<file path="src/rtl/sdram_arbiter.sv">
// Three-master round-robin front end for sdram_controller, with in-order read completion routing.
// Build option SDRAM_ARB_PRIORITY_EN: master 0 always wins; masters 1 and 2 round-robin.
`timescale 1ns/1ps
module sdram_arbiter (
  input  logic        clock,
  input  logic        reset,
  input  logic        m0_req,
  input  logic [25:0] m0_addr,
  input  logic        m0_write,
  input  logic        m0_burst,
  input  logic [3:0]  m0_byte_enable,
  input  logic [31:0] m0_wdata,
  output logic        m0_ack,
  output logic        m0_rdvalid,
  output logic [31:0] m0_rdata,
  output logic        m0_complete,
  input  logic        m1_req,
  input  logic [25:0] m1_addr,
  input  logic        m1_write,
  input  logic        m1_burst,
  input  logic [3:0]  m1_byte_enable,
  input  logic [31:0] m1_wdata,
  output logic        m1_ack,
  output logic        m1_rdvalid,
  output logic [31:0] m1_rdata,
  output logic        m1_complete,
  input  logic        m2_req,
  input  logic [25:0] m2_addr,
  input  logic        m2_write,
  input  logic        m2_burst,
  input  logic [3:0]  m2_byte_enable,
  input  logic [31:0] m2_wdata,
  output logic        m2_ack,
  output logic        m2_rdvalid,
  output logic [31:0] m2_rdata,
  output logic        m2_complete,
  output logic [2:0]  sdram_req,
  output logic [25:0] sdram_addr,
  output logic        sdram_write,
  output logic        sdram_burst,
  output logic [3:0]  sdram_byte_enable,
  output logic [31:0] sdram_wdata,
  input  logic        sdram_ack,
  input  logic [31:0] sdram_rdata,
  input  logic [2:0]  sdram_rdvalid,
  input  logic        sdram_complete
);

  typedef enum logic {IDLE = 1'b0, GRANTED = 1'b1} state_t;

  state_t      state_q, state_d;
  logic [1:0]  grant_id, grant_id_d;
  logic [1:0]  rr_ptr, rr_ptr_d;
  logic [2:0]  pending, pending_d;
  logic        grant_valid;
  logic [2:0]  eligible;

  logic [1:0]  fifo_mem [3];
  logic [1:0]  fifo_rd, fifo_wr, fifo_cnt;
  logic [1:0]  fifo_rd_d, fifo_wr_d, fifo_cnt_d;
  logic [1:0]  fifo_head;
  logic        push, pop, ack_taken;

  function automatic logic [1:0] inc3(input logic [1:0] i);
    return (i >= 2'd2) ? 2'd0 : i + 2'd1;
  endfunction

  // Winner search; caller guarantees at least one eligible master.
  function automatic logic [1:0] rr_pick(input logic [2:0] elig, input logic [1:0] ptr);
    logic [1:0] c0, c1, c2;
`ifdef SDRAM_ARB_PRIORITY_EN
    c0 = 2'd0;
    c1 = (ptr == 2'd2) ? 2'd2 : 2'd1;
    c2 = (ptr == 2'd2) ? 2'd1 : 2'd2;
`else
    c0 = (ptr >= 2'd3) ? 2'd0 : ptr;
    c1 = inc3(c0);
    c2 = inc3(c1);
`endif
    if (elig[c0])      return c0;
    else if (elig[c1]) return c1;
    else               return c2;
  endfunction

  assign grant_valid = (state_q == GRANTED);
  assign eligible    = {m2_req, m1_req, m0_req} & ~pending;
  assign ack_taken   = grant_valid & sdram_ack;
  assign fifo_head   = fifo_mem[fifo_rd];
  assign pop         = sdram_complete & (fifo_cnt != 2'd0);
  assign push        = ack_taken & ~sdram_write;

  always_comb begin
    state_d    = state_q;
    grant_id_d = grant_id;
    rr_ptr_d   = rr_ptr;
    case (state_q)
      IDLE: begin
        if (|eligible) begin
          state_d    = GRANTED;
          grant_id_d = rr_pick(eligible, rr_ptr);
        end
      end
      GRANTED: begin
        if (sdram_ack) begin
          state_d = IDLE;
`ifdef SDRAM_ARB_PRIORITY_EN
          if (grant_id == 2'd1)      rr_ptr_d = 2'd2;
          else if (grant_id == 2'd2) rr_ptr_d = 2'd1;
`else
          rr_ptr_d = inc3(grant_id);
`endif
        end
      end
      default: state_d = IDLE;
    endcase
  end

  // Pop the head before pushing so a same-cycle ack and complete stay ordered.
  always_comb begin
    pending_d  = pending;
    fifo_rd_d  = fifo_rd;
    fifo_wr_d  = fifo_wr;
    fifo_cnt_d = fifo_cnt;
    if (pop) begin
      pending_d[fifo_head] = 1'b0;
      fifo_rd_d            = inc3(fifo_rd);
    end
    if (push) begin
      pending_d[grant_id] = 1'b1;
      fifo_wr_d           = inc3(fifo_wr);
    end
    case ({push, pop})
      2'b10:   fifo_cnt_d = fifo_cnt + 2'd1;
      2'b01:   fifo_cnt_d = fifo_cnt - 2'd1;
      default: fifo_cnt_d = fifo_cnt;
    endcase
  end

  always_ff @(posedge clock) begin
    if (reset) begin
      state_q  <= IDLE;
      grant_id <= 2'd0;
      rr_ptr   <= 2'd0;
      pending  <= 3'b000;
      fifo_rd  <= 2'd0;
      fifo_wr  <= 2'd0;
      fifo_cnt <= 2'd0;
    end else begin
      state_q  <= state_d;
      grant_id <= grant_id_d;
      rr_ptr   <= rr_ptr_d;
      pending  <= pending_d;
      fifo_rd  <= fifo_rd_d;
      fifo_wr  <= fifo_wr_d;
      fifo_cnt <= fifo_cnt_d;
    end
  end

  always_ff @(posedge clock) begin
    if (push) fifo_mem[fifo_wr] <= grant_id;
  end

  always_comb begin
    sdram_req         = grant_valid ? (3'b001 << grant_id) : 3'b000;
    sdram_addr        = m0_addr;
    sdram_write       = m0_write;
    sdram_burst       = m0_burst;
    sdram_byte_enable = m0_byte_enable;
    sdram_wdata       = m0_wdata;
    case (grant_id)
      2'd1: begin
        sdram_addr        = m1_addr;
        sdram_write       = m1_write;
        sdram_burst       = m1_burst;
        sdram_byte_enable = m1_byte_enable;
        sdram_wdata       = m1_wdata;
      end
      2'd2: begin
        sdram_addr        = m2_addr;
        sdram_write       = m2_write;
        sdram_burst       = m2_burst;
        sdram_byte_enable = m2_byte_enable;
        sdram_wdata       = m2_wdata;
      end
      default: ;
    endcase
  end

  assign m0_ack      = ack_taken & (grant_id == 2'd0);
  assign m1_ack      = ack_taken & (grant_id == 2'd1);
  assign m2_ack      = ack_taken & (grant_id == 2'd2);
  assign m0_complete = pop & (fifo_head == 2'd0);
  assign m1_complete = pop & (fifo_head == 2'd1);
  assign m2_complete = pop & (fifo_head == 2'd2);
  assign m0_rdvalid  = sdram_rdvalid[0];
  assign m1_rdvalid  = sdram_rdvalid[1];
  assign m2_rdvalid  = sdram_rdvalid[2];
  assign m0_rdata    = sdram_rdata;
  assign m1_rdata    = sdram_rdata;
  assign m2_rdata    = sdram_rdata;

endmodule

</file>
<file path="config.mk">
export PLATFORM = sky130hd
export DESIGN_NAME = sdram_arbiter
export DESIGN_NICKNAME = d
export VERILOG_FILES = /design/src/rtl/sdram_arbiter.sv
export SDC_FILE = /design/constraint.sdc
export NUM_CORES = 1
export LEC_CHECK = 0
export ABC_AREA = 1
export BUFFER_PORTS_ARGS = -buffer_cell sky130_fd_sc_hd__clkbuf_2
export CAP_MARGIN = 15
export CORE_AREA = 2 2 157 159
export DETAILED_ROUTE_END_ITERATION = 7
export DIE_AREA = 0 0 159 161
export REMOVE_ABC_BUFFERS = 1
export SYNTH_ARGS = -nofsm -noshare
export SYNTH_HDL_FRONTEND = slang
export SYNTH_SLANG_ARGS = --single-unit
</file>
<file path="constraint.sdc">
create_clock -name clock -period 2.25 [get_ports clock]
set_input_delay 0.225 -clock clock [delete_from_list [all_inputs] [get_ports clock]]
set_output_delay 0.225 -clock clock [all_outputs]
set_load 0.02 [all_outputs]
</file>
## Word level (Yosys, flattened, before mapping)

Memories as Yosys holds them, arrays and structs flattened. A register that Yosys moved wholly into a read port is not among the register bits.
Cells that the tools add are included.

- Memories kept: 1
- Logic and storage cells: 91
- Input bits: 234
- Bits in registers: 14
- RAM bits: 6

Memories:

| memory | depth | width | read ports | clocked after Yosys merged registers in | wr ports | RTL line | text |
|---|---|---|---|---|---|---|---|
| fifo_mem | 3 | 2 | 1 | 1 | 1 | 58 | `logic [1:0] fifo_mem [3];` |

- $add $sub $neg: 7
- Shifts and indexed selects: 1
- Order comparisons: 12
- Bitwise logic cells: 16
- Multiplexer cells: 32
- Eq/ne operators: 6
- Reduce and logical (&&, ||, !) cells: 9

Operator list:

| operator | number |
|---|---|
| $pmux 32 s2 | 1 |
| $pmux 26 s2 | 1 |
| $mux 2 | 10 |
| $add 2x1->2 const B | 6 |
| $ge 2x2->1 const B | 6 |
| $lt 2x3->1 const B | 4 |
| $and 1x1->1 | 9 |
| $mux 3 | 3 |
| $mux 1 | 8 |
| $pmux 4 s2 | 1 |
| $and 3x3->3 | 2 |
| $eq 2x1->1 const B | 3 |
| $eq 2x2->1 const B | 3 |
| $not 3->3 | 2 |
| $pmux 1 s2 | 3 |
| $bmux 1 s2 | 2 |
| $demux 1 s2 | 2 |
| $ge 2x1->1 const B | 2 |
| $logic_not 2->1 | 2 |
| $pmux 2 s2 | 1 |
| $reduce_and 2->1 | 2 |
| $reduce_bool 2->1 | 2 |
| $or 3x3->3 | 1 |
| $reduce_or 3->1 | 1 |
| 4 further kinds | 6 |

## Logic depth before layout (Yosys ltp)

- Word-level depth: 9
- Gate-level depth with buffers: 11
- Gate-level depth less buffers: 11

## Worst setup path before layout

No wires, ideal clock.

- Path type: flip-flop to flip-flop
- Start: register grant_id[0]
- End: register fifo_cnt[1]
- Slack: 0.379 ns
- Buffers on the path: 1
- Clock period less this slack: 1.871 ns
- Arrival: 1.751 ns
- Library setup time: 0.120 ns
- Required time: 2.130 ns
- Stages on the path, launching flop included: 10
- Cells stage by stage: dfxtp_1 inv_1 ha_1 buf_4 nand2_2 nand3_2 ha_1 nor2_1 and3_1 nor3_1

- Longest elaborated chain between the ends: 6

Ends and longest elaborated chain:

| item | RTL line | text |
|---|---|---|
| start, declared | 52 | `logic [1:0] grant_id, grant_id_d;` |
| start signal, assigned | 150 | `grant_id <= grant_id_d;` |
| $eq 2x2->1 or $eq 2x1->1 (tied branches) | 170 | `case (grant_id)` |
| $pmux 1 s2 * | 170 |  |
| $not 1->1 * | 90 | `assign push = ack_taken & ~sdram_write;` |
| $and 1x1->1 * | 90 |  |
| $eq 2x1->1 or $eq 2x2->1 (tied branches) | 132 | `case ({push, pop})` |
| $pmux 2 s2 or $reduce_bool 2->1 (tied branches) | - |  |
| end signal, assigned | 155 | `fifo_cnt <= fifo_cnt_d;` |
| end, declared | 59 | `logic [1:0] fifo_rd, fifo_wr, fifo_cnt;` |

Mark *: on every way between the ends. The rest lies on a longest branch, timed or not.
A chain may end at the register's enable or synchronous reset.

## Worst setup path in the final report

- Start: register grant_id[1]
- End: output port sdram_wdata[24]

- Longest elaborated chain between the ends: 2

Ends and longest elaborated chain:

| item | RTL line | text |
|---|---|---|
| $eq 2x2->1 or $eq 2x1->1 (tied branches) | 170 |  |
| $pmux 32 s2 * | 170 |  |
| end, declared | 42 | `output logic [31:0] sdram_wdata,` |

Marked as above.

==> out/summary.json <==
{
  "placed_design": {
    "routabilityCongestion": 0.7629,
    "placement.io_buffers": 271,
    "placed_cells": 1022,
    "hpwlAfterDp_um": 16700
  },
  "floorplanning": {
    "die_area_um2": 25600,
    "placeableCoreArea_um2": 23960,
    "initial_core_util_pct": 13.33,
    "die_h_um": 161,
    "die_w_um": 159,
    "design.portCount": 406,
    "num_rows": 57
  },
  "synthesis": {
    "synth.cells.most_frequent": "sky130_fd_sc_hd__a21oi_1 (139), sky130_fd_sc_hd__nand2_1 (105), sky130_fd_sc_hd__buf_4 (102)",
    "yosys_most_used_dff": "sky130_fd_sc_hd__dfxtp_1",
    "syn_area_per_cell_um2": 5.915,
    "yosys.area.top_type_share_pct": 23.97,
    "synth_top_area_cell": "sky130_fd_sc_hd__buf_4",
    "synthesis.yosys.warnings": 0,
    "synth.area.top_cells": "sky130_fd_sc_hd__buf_4 (24%), sky130_fd_sc_hd__a21oi_1 (22%), sky130_fd_sc_hd__nand2_1 (12%)",
    "synth.yosys.seq_area_share_pct": 15.67,
    "synth_enable_flop_cells": 6,
    "synthMostInstantiatedCell": "sky130_fd_sc_hd__a21oi_1",
    "postSynthCellCount": 540,
    "number_of_synthesized_register_bits": 22,
    "post_synth_num_cell_types": 27,
    "mappedNetlistArea_um2": 3194,
    "synth-async-reset-ratio_pct": 0
  },
  "clocking": {
    "cts_tree": "yes",
    "clock_sink_count": 22,
    "cts.reportedPaths.clkPinSlew_ps": 60,
    "cts_root_buffer": "sky130_fd_sc_hd__clkbuf_16",
    "clk_path_buf_depth": 2,
    "cts.repair_timing.setup_buffer_count": 0,
    "cts-htree-levels": 1,
    "post_cts_hold_buffer_count": 0,
    "clock_latency_ps": 260,
    "cts_inserted_buffers": 3
  },
  "sta": {
    "fin_worst_skew_ps": 7.661,
    "hold-worst-slack_ps": 284.8,
    "fmax_ghz": 0.4778,
    "slew_of_the_pin_with_the_lowest_slew_margin_ps": 392.2,
    "timing.setup.tns_ps": 0,
    "crit_path_time_final_ps": 2093,
    "final_hold_viol_count": 0,
    "max-slew-margin-rel_pct": 73.76,
    "grt_setup_unrepaired": "false",
    "share_of_the_clock_period_used_by_the_worst_path_after_layout_pct": 93.02,
    "finalMaxSlewViolations": 0,
    "report.final.setup_viol": 0
  },
  "setup_path": {
    "cp.required_ps": 2030,
    "crit_type": "reg2out",
    "critPathLaunchType": "register",
    "r2r.worst_path.cells": 9,
    "critical_path_peak_fanout": 64,
    "crit_path_end_kind": "primary output",
    "worst-endpoint-arrival_ps": 1870,
    "timing.reg2reg.setup_slack_ps": 330
  },
  "global_routing": {
    "antenna_violations_before_repair": 1,
    "first_global_vias": 4054,
    "grt_util_all_layers_pct": 14.42,
    "globalRoute.totalOverflow": 0,
    "pin_count_of_the_biggest_net_entering_global_routing": 65,
    "grt_pass1_wl_um": 27340
  },
  "detailed_routing": {
    "drt-total-wl_um": 20850,
    "drt_drc_violations_left": 0,
    "ant_nets": 0,
    "avgViaCountPerCell": 4.171,
    "drt-initial-drc-count": 240,
    "vias": 4288,
    "routedWlPerCell_um": 20.28,
    "detail_route.first_pass.iterations": 5
  },
  "hold_path": {
    "hold_path_class": "in2reg",
    "whs_path_depth": 3
  },
  "power": {
    "power_per_cell_area_nw_per_um2": 780.2,
    "leakage_nw": 2.282,
    "ir_drop_v": 0.0003839,
    "totalPowerFinal_mw": 3.446
  },
  "run": {
    "maxCapViolCount": 0
  },
  "status": {
    "run_status": "completed"
  },
  "layout": {
    "layout-drive-gt1-share_pct": 45.17,
    "layout.core_utilization_pct": 18.43,
    "post_layout_nonfiller_instances": 1028,
    "synthToLayoutAreaGrowth_pct": 38.27,
    "design.final.nets": 946,
    "diode_count": 0
  }
}
==> kinds of logic (layout without fill, tap and decap cells) <==
| logic type | after synthesis | after routing | share of synthesized area, % |
|---|---|---|---|
| AND/OR/NAND/NOR | 206 | 206 | 26.17 |
| buffers and inverters | 156 | 320 | 31.30 |
| AO/OA/AOI/OAI | 148 | 148 | 23.85 |
| flip-flops | 22 | 22 | 15.67 |
| adder cells (fa/ha/maj) | 7 | 7 | 2.742 |
| XOR/XNOR | 1 | 1 | 0.2742 |
==> repair_timing <==
| action | in CTS | in global routing |
|---|---|---|
| resized for setup | 0 | 9 |
| endpoints found under the hold margin | 0 | 0 |
| setup endpoints to repair | 0 | 7 |
==> placed cells by master (no fill, tap or decap), types with 2 or more instances in the layout <==
cell type,n
sky130_fd_sc_hd__nor2_2,3
sky130_fd_sc_hd__buf_12,4
sky130_fd_sc_hd__o21ai_0,3
sky130_fd_sc_hd__ha_1,4
sky130_fd_sc_hd__nand4_1,2
sky130_fd_sc_hd__buf_4,11
sky130_fd_sc_hd__inv_2,6
sky130_fd_sc_hd__or2_0,2
sky130_fd_sc_hd__nand2_1,105
sky130_fd_sc_hd__nand3_1,10
sky130_fd_sc_hd__a21oi_2,5
sky130_fd_sc_hd__nand2_2,5
sky130_fd_sc_hd__ha_2,2
sky130_fd_sc_hd__inv_1,22
sky130_fd_sc_hd__nor2_1,73
sky130_fd_sc_hd__nor3_1,3
sky130_fd_sc_hd__clkbuf_16,5
sky130_fd_sc_hd__a21oi_1,134
sky130_fd_sc_hd__dfxtp_1,16
sky130_fd_sc_hd__edfxtp_1,6
sky130_fd_sc_hd__clkbuf_2,270
==> state kept, by name, indices dropped and copies added (netlist names), named ones only <==
signal and cells:
fifo_mem 6, grant_valid 1, fifo_rd 2, pending 3
grant_id 2, rr_ptr 2, fifo_wr 2, fifo_cnt 2
==> layer usage <==
| layer | up-vias | wire length, µm | global-route usage [%] |
|---|---|---|---|
| met4 | 6 | 186 | 1.612 |
| met2 | 332 | 8356 | 19.58 |
| met5 | - | 122 | 3.598 |
| met3 | 20 | 2872 | 8.577 |
| li1 | 1979 | - | - |
| met1 | 1951 | 9311 | 19.62 |
==> worst paths after layout <==
check,start,to
setup / recovery,grant_id[1],sdram_wdata[24]
hold reg to reg,pending[2],pending[2]
setup reg to reg,grant_id[1],fifo_cnt[1]
hold / removal,sdram_ack,rr_ptr[1]
==> final cells by class <==
| type | count | area, µm² |
|---|---|---|
| Clock buffer | 3 | 75.07 |
| Fill cell | 2819 | 19550 |
| Multi-Input combinational cell | 362 | 1730 |
| Sequential cell | 22 | 500.5 |
| Timing Repair Buffer | 287 | 1564 |
| Tap cell | 324 | 405.4 |
| Clock inverter | 1 | 30.03 |
| Inverter | 29 | 111.4 |
==> critical path, cell delays in order (launching register included) <==
cell                       delay, ps
sky130_fd_sc_hd__dfxtp_1         330
sky130_fd_sc_hd__buf_4           140
sky130_fd_sc_hd__ha_2            200
sky130_fd_sc_hd__buf_12          280
sky130_fd_sc_hd__a21oi_1         110
sky130_fd_sc_hd__a21oi_1         260
sky130_fd_sc_hd__clkbuf_2        230
==> per-stage QoR <==
step | worst slack, ps | area (µm²)
2_1_floorplan | -1303 | 2303
6_report | 157.1 | 4417
5_1_grt | 37.11 | 4417
3_5_place_dp | 294.3 | 4228
4_1_cts | 0.06817 | 4333
3_3_place_gp | 327.4 | 4228
==> where the power goes <==
| part | internal, mW | switching [mW] |
|---|---|---|
| combinational | 0.841 | 1.63 |
| clock | 0.353 | 0.144 |
| sequential | 0.449 | 0.0331 |
| total | 1.64 | 1.80 |
Power figures use the tool's default switching activity.
